===== src/rtl/rv32i_pkg.sv =====
// Shared RV32I definitions: opcodes, sizes, the NOP
// encoding and the decode-stage bundle.
package rv32i_pkg;

  localparam int XLEN   = 32;
  localparam int NREGS  = 32;
  localparam int REG_AW = 5;

  localparam logic [6:0] OPC_LOAD     = 7'b0000011;
  localparam logic [6:0] OPC_MISC_MEM = 7'b0001111;
  localparam logic [6:0] OPC_OP_IMM   = 7'b0010011;
  localparam logic [6:0] OPC_AUIPC    = 7'b0010111;
  localparam logic [6:0] OPC_STORE    = 7'b0100011;
  localparam logic [6:0] OPC_OP       = 7'b0110011;
  localparam logic [6:0] OPC_LUI      = 7'b0110111;
  localparam logic [6:0] OPC_BRANCH   = 7'b1100011;
  localparam logic [6:0] OPC_JALR     = 7'b1100111;
  localparam logic [6:0] OPC_JAL      = 7'b1101111;
  localparam logic [6:0] OPC_SYSTEM   = 7'b1110011;

  localparam logic [XLEN-1:0] NOP_INST_VAL = 32'h0000_0013;

  typedef enum logic {
    S_RUN,
    S_HOLD
  } dec_state_t;

  typedef struct packed {
    logic              valid;
    logic [XLEN-1:0]   pc;
    logic [XLEN-1:0]   inst;
    logic [6:0]        opcode;
    logic [2:0]        funct3;
    logic [6:0]        funct7;
    logic [REG_AW-1:0] rd;
    logic [REG_AW-1:0] rs1;
    logic [REG_AW-1:0] rs2;
    logic [XLEN-1:0]   rs1_data;
    logic [XLEN-1:0]   rs2_data;
    logic [XLEN-1:0]   imm;
    logic              illegal;
  } dec_t;

  function automatic dec_t dec_bubble(
    input logic [XLEN-1:0] nop
  );
    dec_t b;
    b      = '0;
    b.inst = nop;
    return b;
  endfunction

endpackage


===== src/rtl/reg_file.sv =====
// 32x32 integer register file, two async read
// ports with write-back bypass, one write port.
module reg_file
  import rv32i_pkg::*;
(
  input  logic              CLK,
  input  logic              i_we,
  input  logic [REG_AW-1:0] i_waddr,
  input  logic [XLEN-1:0]   i_wdata,
  input  logic [REG_AW-1:0] i_raddr1,
  input  logic [REG_AW-1:0] i_raddr2,
  output logic [XLEN-1:0]   o_rdata1,
  output logic [XLEN-1:0]   o_rdata2
);

  logic [XLEN-1:0] r_mem [NREGS];
  logic            w_wr;

  assign w_wr = i_we && (i_waddr != '0);

  always_ff @(posedge CLK) begin
    if (w_wr) r_mem[i_waddr] <= i_wdata;
  end

  always_comb begin
    o_rdata1 = r_mem[i_raddr1];
    o_rdata2 = r_mem[i_raddr2];
    if (w_wr && i_waddr == i_raddr1)
      o_rdata1 = i_wdata;
    if (w_wr && i_waddr == i_raddr2)
      o_rdata2 = i_wdata;
    if (i_raddr1 == '0) o_rdata1 = '0;
    if (i_raddr2 == '0) o_rdata2 = '0;
  end

endmodule


===== src/rtl/inst_decode.sv =====
// RV32I decode stage: field/immediate decode, operand
// read with bypass, load-use bubble insertion.
module inst_decode
  import rv32i_pkg::*;
#(
  parameter logic [XLEN-1:0] C_NOP_INST = NOP_INST_VAL
)(
  input  logic              CLK,
  input  logic              RST,
  input  logic              STALL,
  input  logic              FLUSH,
  output logic              HAZARD,
  input  logic [XLEN-1:0]   I_PC,
  input  logic [XLEN-1:0]   I_INST,
  input  logic              I_VALID,
  input  logic              WB_EN,
  input  logic [REG_AW-1:0] WB_RD,
  input  logic [XLEN-1:0]   WB_DATA,
  output logic              D_VALID,
  output logic [XLEN-1:0]   D_PC,
  output logic [XLEN-1:0]   D_INST,
  output logic [6:0]        D_OPCODE,
  output logic [2:0]        D_FUNCT3,
  output logic [6:0]        D_FUNCT7,
  output logic [REG_AW-1:0] D_RD,
  output logic [REG_AW-1:0] D_RS1,
  output logic [REG_AW-1:0] D_RS2,
  output logic [XLEN-1:0]   D_RS1_DATA,
  output logic [XLEN-1:0]   D_RS2_DATA,
  output logic [XLEN-1:0]   D_IMM,
  output logic              D_ILLEGAL
);

  dec_state_t      r_state;
  dec_t            r_d;
  dec_t            w_dec;
  dec_t            w_bub;
  logic [XLEN-1:0] r_pend_inst;
  logic [XLEN-1:0] r_pend_pc;
  logic [XLEN-1:0] w_inst;
  logic [XLEN-1:0] w_pc;
  logic [XLEN-1:0] w_imm;
  logic [XLEN-1:0] w_rs1_data;
  logic [XLEN-1:0] w_rs2_data;
  logic [6:0]      w_opc;
  logic            w_ill;
  logic            w_use1;
  logic            w_use2;
  logic            w_hit;
  logic            w_hazard;

  // In HOLD the parked instruction owns the decoder.
  always_comb begin
    w_inst = I_INST;
    w_pc   = I_PC;
    if (r_state == S_HOLD) begin
      w_inst = r_pend_inst;
      w_pc   = r_pend_pc;
    end
  end

  assign w_opc = w_inst[6:0];

  always_comb begin
    w_imm  = '0;
    w_ill  = 1'b0;
    w_use1 = 1'b1;
    w_use2 = 1'b0;
    unique case (w_opc)
      OPC_LOAD, OPC_OP_IMM, OPC_JALR:
        w_imm = {{20{w_inst[31]}}, w_inst[31:20]};
      OPC_STORE: begin
        w_imm = {{20{w_inst[31]}},
                 w_inst[31:25], w_inst[11:7]};
        w_use2 = 1'b1;
      end
      OPC_BRANCH: begin
        w_imm = {{20{w_inst[31]}}, w_inst[7],
                 w_inst[30:25], w_inst[11:8], 1'b0};
        w_use2 = 1'b1;
      end
      OPC_LUI, OPC_AUIPC: begin
        w_imm  = {w_inst[31:12], 12'b0};
        w_use1 = 1'b0;
      end
      OPC_JAL: begin
        w_imm = {{12{w_inst[31]}}, w_inst[19:12],
                 w_inst[20], w_inst[30:21], 1'b0};
        w_use1 = 1'b0;
      end
      OPC_OP:
        w_use2 = 1'b1;
      OPC_MISC_MEM, OPC_SYSTEM: ;
      default:
        w_ill = 1'b1;
    endcase
  end

  reg_file u_rf (
    .CLK      (CLK),
    .i_we     (WB_EN),
    .i_waddr  (WB_RD),
    .i_wdata  (WB_DATA),
    .i_raddr1 (w_inst[19:15]),
    .i_raddr2 (w_inst[24:20]),
    .o_rdata1 (w_rs1_data),
    .o_rdata2 (w_rs2_data)
  );

  always_comb begin
    w_dec          = '0;
    w_dec.valid    = 1'b1;
    w_dec.pc       = w_pc;
    w_dec.inst     = w_inst;
    w_dec.opcode   = w_opc;
    w_dec.funct3   = w_inst[14:12];
    w_dec.funct7   = w_inst[31:25];
    w_dec.rd       = w_inst[11:7];
    w_dec.rs1      = w_inst[19:15];
    w_dec.rs2      = w_inst[24:20];
    w_dec.rs1_data = w_rs1_data;
    w_dec.rs2_data = w_rs2_data;
    w_dec.imm      = w_imm;
    w_dec.illegal  = w_ill;
  end

  assign w_bub = dec_bubble(C_NOP_INST);

  assign w_hit =
    (w_use1 && w_inst[19:15] == r_d.rd) ||
    (w_use2 && w_inst[24:20] == r_d.rd);

  assign w_hazard = !RST && !FLUSH && !STALL &&
                    (r_state == S_RUN) && I_VALID &&
                    r_d.valid &&
                    (r_d.opcode == OPC_LOAD) &&
                    (r_d.rd != '0) && w_hit;

  assign HAZARD = w_hazard;

  always_ff @(posedge CLK) begin
    if (RST || FLUSH) begin
      r_d         <= w_bub;
      r_state     <= S_RUN;
      r_pend_inst <= '0;
      r_pend_pc   <= '0;
    end else if (!STALL) begin
      unique case (r_state)
        S_HOLD: begin
          r_d     <= w_dec;
          r_state <= S_RUN;
        end
        default: begin
          if (w_hazard) begin
            r_d         <= w_bub;
            r_pend_inst <= I_INST;
            r_pend_pc   <= I_PC;
            r_state     <= S_HOLD;
          end else if (I_VALID) begin
            r_d <= w_dec;
          end else begin
            r_d <= w_bub;
          end
        end
      endcase
    end
  end

  assign D_VALID    = r_d.valid;
  assign D_PC       = r_d.pc;
  assign D_INST     = r_d.inst;
  assign D_OPCODE   = r_d.opcode;
  assign D_FUNCT3   = r_d.funct3;
  assign D_FUNCT7   = r_d.funct7;
  assign D_RD       = r_d.rd;
  assign D_RS1      = r_d.rs1;
  assign D_RS2      = r_d.rs2;
  assign D_RS1_DATA = r_d.rs1_data;
  assign D_RS2_DATA = r_d.rs2_data;
  assign D_IMM      = r_d.imm;
  assign D_ILLEGAL  = r_d.illegal;

endmodule

===== config.mk =====
export PLATFORM = sky130hd
export DESIGN_NAME = inst_decode
export DESIGN_NICKNAME = d
export VERILOG_FILES = /design/src/rtl/rv32i_pkg.sv /design/src/rtl/reg_file.sv /design/src/rtl/inst_decode.sv
export SDC_FILE = /design/constraint.sdc
export NUM_CORES = 2
export LEC_CHECK = 0
export ABC_AREA = 1
export BUFFER_PORTS_ARGS = -buffer_cell sky130_fd_sc_hd__clkbuf_2
export CORE_MARGIN = 4
export CORE_UTILIZATION = 37
export CTS_BUF_LIST = sky130_fd_sc_hd__clkbuf_8 sky130_fd_sc_hd__clkbuf_16
export CTS_CLUSTER_SIZE = 30
export DETAILED_ROUTE_END_ITERATION = 10
export MAX_ROUTING_LAYER = met4
export PLACE_DENSITY = 0.53
export SLEW_MARGIN = 30
export SYNTH_ARGS = -nofsm -noshare
export SYNTH_HDL_FRONTEND = slang
export SYNTH_HIERARCHICAL = 1
export SYNTH_SLANG_ARGS = --single-unit

===== constraint.sdc =====
create_clock -name CLK -period 8.09 [get_ports CLK]
set_clock_uncertainty 0.1 [all_clocks]
set_input_delay 0.4045 -clock CLK [delete_from_list [all_inputs] [get_ports CLK]]
set_output_delay 0.4045 -clock CLK [all_outputs]
set_load 0.05 [all_outputs]

==> impl_metrics.csv <==
group,metric,value,unit
run_status,status,"complete, no violations",
clock_network,clk_pin_slew_worst_paths,0.06,ns
timing,period_needed,5.707,ns
global_route,grt_start_max_net_pins,207,
critical_path,r2r_start,"r_state$_SDFFE_PP0N_",
critical_path,start_kind,"flop",
critical_path,worst-path-buf-inv,3,
worst_hold_path,min_path_cells,2,
global_route,grt_pass1_wl,360000,microns
floorplan,core,0.1717,sq mm
global_route,grt_use_met3,4.829,%
power,ir_drop,0.2047,mV
floorplan,fp.dieH,423.8,microns
detailed_routing,avgViaCountPerCell,5.589,
global_route,overflow,0,
detailed_routing,drt_wl_total,250200,microns
critical_path,crit_type,"reg2reg",
logic_synthesis,syn_area,0.06397,sq mm
logic_synthesis,synth_top_cell_by_area,"edfxtp_1",
global_route,grt_use_met1,35.95,%
worst_hold_path,hold_path_end,"u_rf/r_mem[25][12]$_DFFE_PP_",
power,p_per_area,209.6,mW/mm^2
timing,setup_viol,0,
floorplan,io_pins,302,
global_route,grt_util_met2,42.49,%
place,dpl-instance-area,0.06709,sq mm
critical_path,critical_path.top_delay_family,"simple AND/OR/NAND/NOR gates",
global_route,grt_antenna_before_repair,22,
floorplan,dieArea,0.1796,sq mm
timing,tns,0,ns
logic_synthesis,synthDistinctLibCells,38,
timing,finalCritPeriodShare,70.54,%
critical_path,crit_path_end_kind,"flop",
floorplan,start_util,37.25,%
finish,drive_gt1_share,10.80,%
timing,rsz0062_at_grt,"no",
global_route,grt_pass1_vias,52410,
critical_path,cp.depth,12,
logic_synthesis,netlist_top_cells_area,"edfxtp_1 48%, nand2_1 11%, nand3_1 8.6%, dfxtp_1 7.2%, inv_1 4.0%",
timing,slew_viol_final,0,
timing,timing_hold_violations_final,0,
detailed_routing,first_iter_violations,6841,
critical_path,r2r_setup_slack,2.38,ns
power,p_leak,29.09,nW
finish,area_growth,13.50,%
detailed_routing,via_count,56280,
clock_network,clockBufferDepth,3,
clock_network,clk_latency,0.80,ns
detailed_routing,routedWlPerCell,24.85,microns
timing,max_slew_margin,26.02,%
logic_synthesis,ys_warn_count,6,
timing,max_slew.worst_pin.slew,1.107,ns
logic_synthesis,seq_area_frac_synth,55.26,%
global_route,busiest_layer,"met2",
logic_synthesis,synth_seq_cells,1254,
critical_path,slowest_stage,"dfxtp_2",
place,routabilityCongestion,0.8569,
clock_network,cts-root-buf,"clkbuf_16",
logic_synthesis,async_reset_ff_share,0,%
worst_hold_path,min_path_type,"in2reg",
critical_path,reg2reg_to,"D_RS2_DATA[28]$_SDFFE_PP0N_",
clock_network,htreeDepth,4,
critical_path,cp_max_fo,72,
detailed_routing,drtAntennaViolNets,0,
critical_path,crit_chain,"buf_4 > nand2_1 > nand2_4 > inv_8 > nand2_1 > nand4_1 > nor3_4 > nand2_2 > buf_4 > a21oi_1 > nand3_2 > a21oi_1",
critical_path,max_stage_delay,0.94,ns
detailed_routing,first_pass_iters,7,
logic_synthesis,synth_edf_count,1024,
critical_path,crit_required,8.72,ns
clock_network,cts_tree,"done",
place,port_buffers,301,
critical_path,worst_r2r_path_depth,12,
logic_synthesis,synth_cells,7540,
run,max-cap-violations,0,
logic_synthesis,synth_top_cell_area_share,48.07,%
critical_path,arrival,6.34,ns
clock_network,cts_resized,0,
timing,fmax,175.2,MHz
clock_network,cts.sinks,1254,
clock_network,post_cts_buffers,0,
floorplan,std_cell_rows,152,
global_route,track_usage,27.74,%
finish,stdcell_area,0.07261,sq mm
detailed_routing,drc,0,
logic_synthesis,ys.flop_type,"edfxtp_1",
worst_hold_path,holdCritStartpoint,"WB_DATA[12]",
place,dpl.hpwl,140100,microns
finish,nNetsFinal,7737,
logic_synthesis,syn_area_per_cell,8.484,sq um
clock_network,numCtsBuffers,143,
floorplan,die_w,423.8,microns
## state kept, by name, indices dropped and copies added, names as in the netlist
name and count:
D_OPCODE 3, D_INST 32, D_RS2_DATA 32, D_IMM 32
r_pend_pc 32, D_RS1_DATA 32, r_pend_inst 32, u_rf/r_mem 1024
D_PC 32, D_VALID 1, r_state 1, D_ILLEGAL 1
## metrics by stage
step           hold slack (ns)  cells  setup WS (ns)  power [mW]  utilization (%)
3_3_place_gp            0.3522   9717          2.548       8.793            38.99
2_1_floorplan           0.3551   7571          5.086       8.216                -
4_1_cts               0.001905  10060          2.440       15.30            42.21
5_1_grt                0.04531  10070          2.016       15.72            42.28
6_report               0.04631  10070          2.383       15.22            42.28
3_5_place_dp            0.3553   9721          2.555       8.802            39.07
## what timing repair did
| item | CTS | global route |
|---|---|---|
| hold endpoints to repair | 257 | 0 |
| setup endpoints to repair | 0 | 0 |
| hold buffers | 71 | 0 |
## layout make-up
class                      instances  area (sq um)
antenna                           12         30.03
clock buffer                     166          3940
clock inverter                    97         740.7
fill                           16930         99130
inverter                         688          2624
multi-input combinational       5044         23600
sequential                      1254         35360
tap                             2310          2890
timing repair buffer             499          3427
## synth_stat cells, types with 2 or more instances
master,number
a21oi_1,487
nand2_2,11
nand3b_1,6
nor2_4,3
xor2_1,2
inv_2,13
nand2_4,4
inv_1,674
o21ai_1,72
buf_2,223
edfxtp_1,1024
buf_8,5
o211ai_1,251
nor2_1,521
nand3_1,1105
nor3_1,3
clkbuf_1,235
nand2_1,1912
nand3_2,50
o21ai_0,500
buf_4,49
dfxtp_1,230
nor4_1,3
xnor2_1,4
nand4_1,7
buf_1,52
buf_6,20
or2_2,64
## worst reg2reg max path: cells and delay by family (launching register included)
family / cells / cell delay, ns
buf+inv: 3 / 1.54
simple gates: 7 / 2.22
compound gates: 2 / 0.85
flops: 1 / 0.94
## worst max-delay path by stage
stage,start,to
floorplan,WB_RD[4],u_rf/r_mem[12][0]$_DFFE_PP_
global placement,r_state$_SDFFE_PP0N_,D_RS2_DATA[28]$_SDFFE_PP0N_
detailed placement,r_state$_SDFFE_PP0N_,D_RS1_DATA[31]$_SDFFE_PP0N_
CTS,r_state$_SDFFE_PP0N_,HAZARD
global route,r_state$_SDFFE_PP0N_,D_RS1_DATA[31]$_SDFFE_PP0N_
finish,r_state$_SDFFE_PP0N_,D_RS2_DATA[28]$_SDFFE_PP0N_
## cells by family after synthesis
| family | after synthesis | synth area share [%] |
|---|---|---|
| and+or+nand+nor | 3694 | 24.85 |
| AOI/OAI and AO/OA | 1312 | 11.25 |
| buffers and inverters | 1273 | 8.541 |
| DFF | 1254 | 55.26 |
| xor gates and xnor gates | 6 | 0.08214 |
| other | 1 | 0.005862 |
## metal layers
layer	part of all wire, %	vias to the layer above
li1	-	25570
met3	9.2	572
met5	0	-
met2	45	2933
met4	5.2	0
met1	41	27210
## cells in the final DEF, fill, tap and decap left out, types with 8 or more instances in the layout
master / instances
inv_2: 12
diode_2: 12
clkbuf_8: 19
nand2_2: 12
conb_1: 32
nand2_4: 11
nand3_2: 50
dfxtp_1: 229
nor2_4: 35
nand3_1: 1105
o21ai_0: 499
buf_4: 107
clkbuf_16: 147
dlygate4sd3_1: 71
bufinv_16: 8
clkinv_2: 18
o21ai_1: 73
inv_1: 709
clkbuf_2: 300
a21oi_1: 487
clkinv_1: 12
nand2_1: 1903
o211ai_1: 251
nor2_1: 489
edfxtp_1: 1024
or2_2: 63
## power by group
group          leakage, nW  internal, mW  switching, mW
sequential            11.1          7.07         0.0455
combinational         15.5         0.407           1.21
clock                 2.45          3.74           2.75
total                 29.1          11.2           4.01
Power figures use the tool's default switching activity.
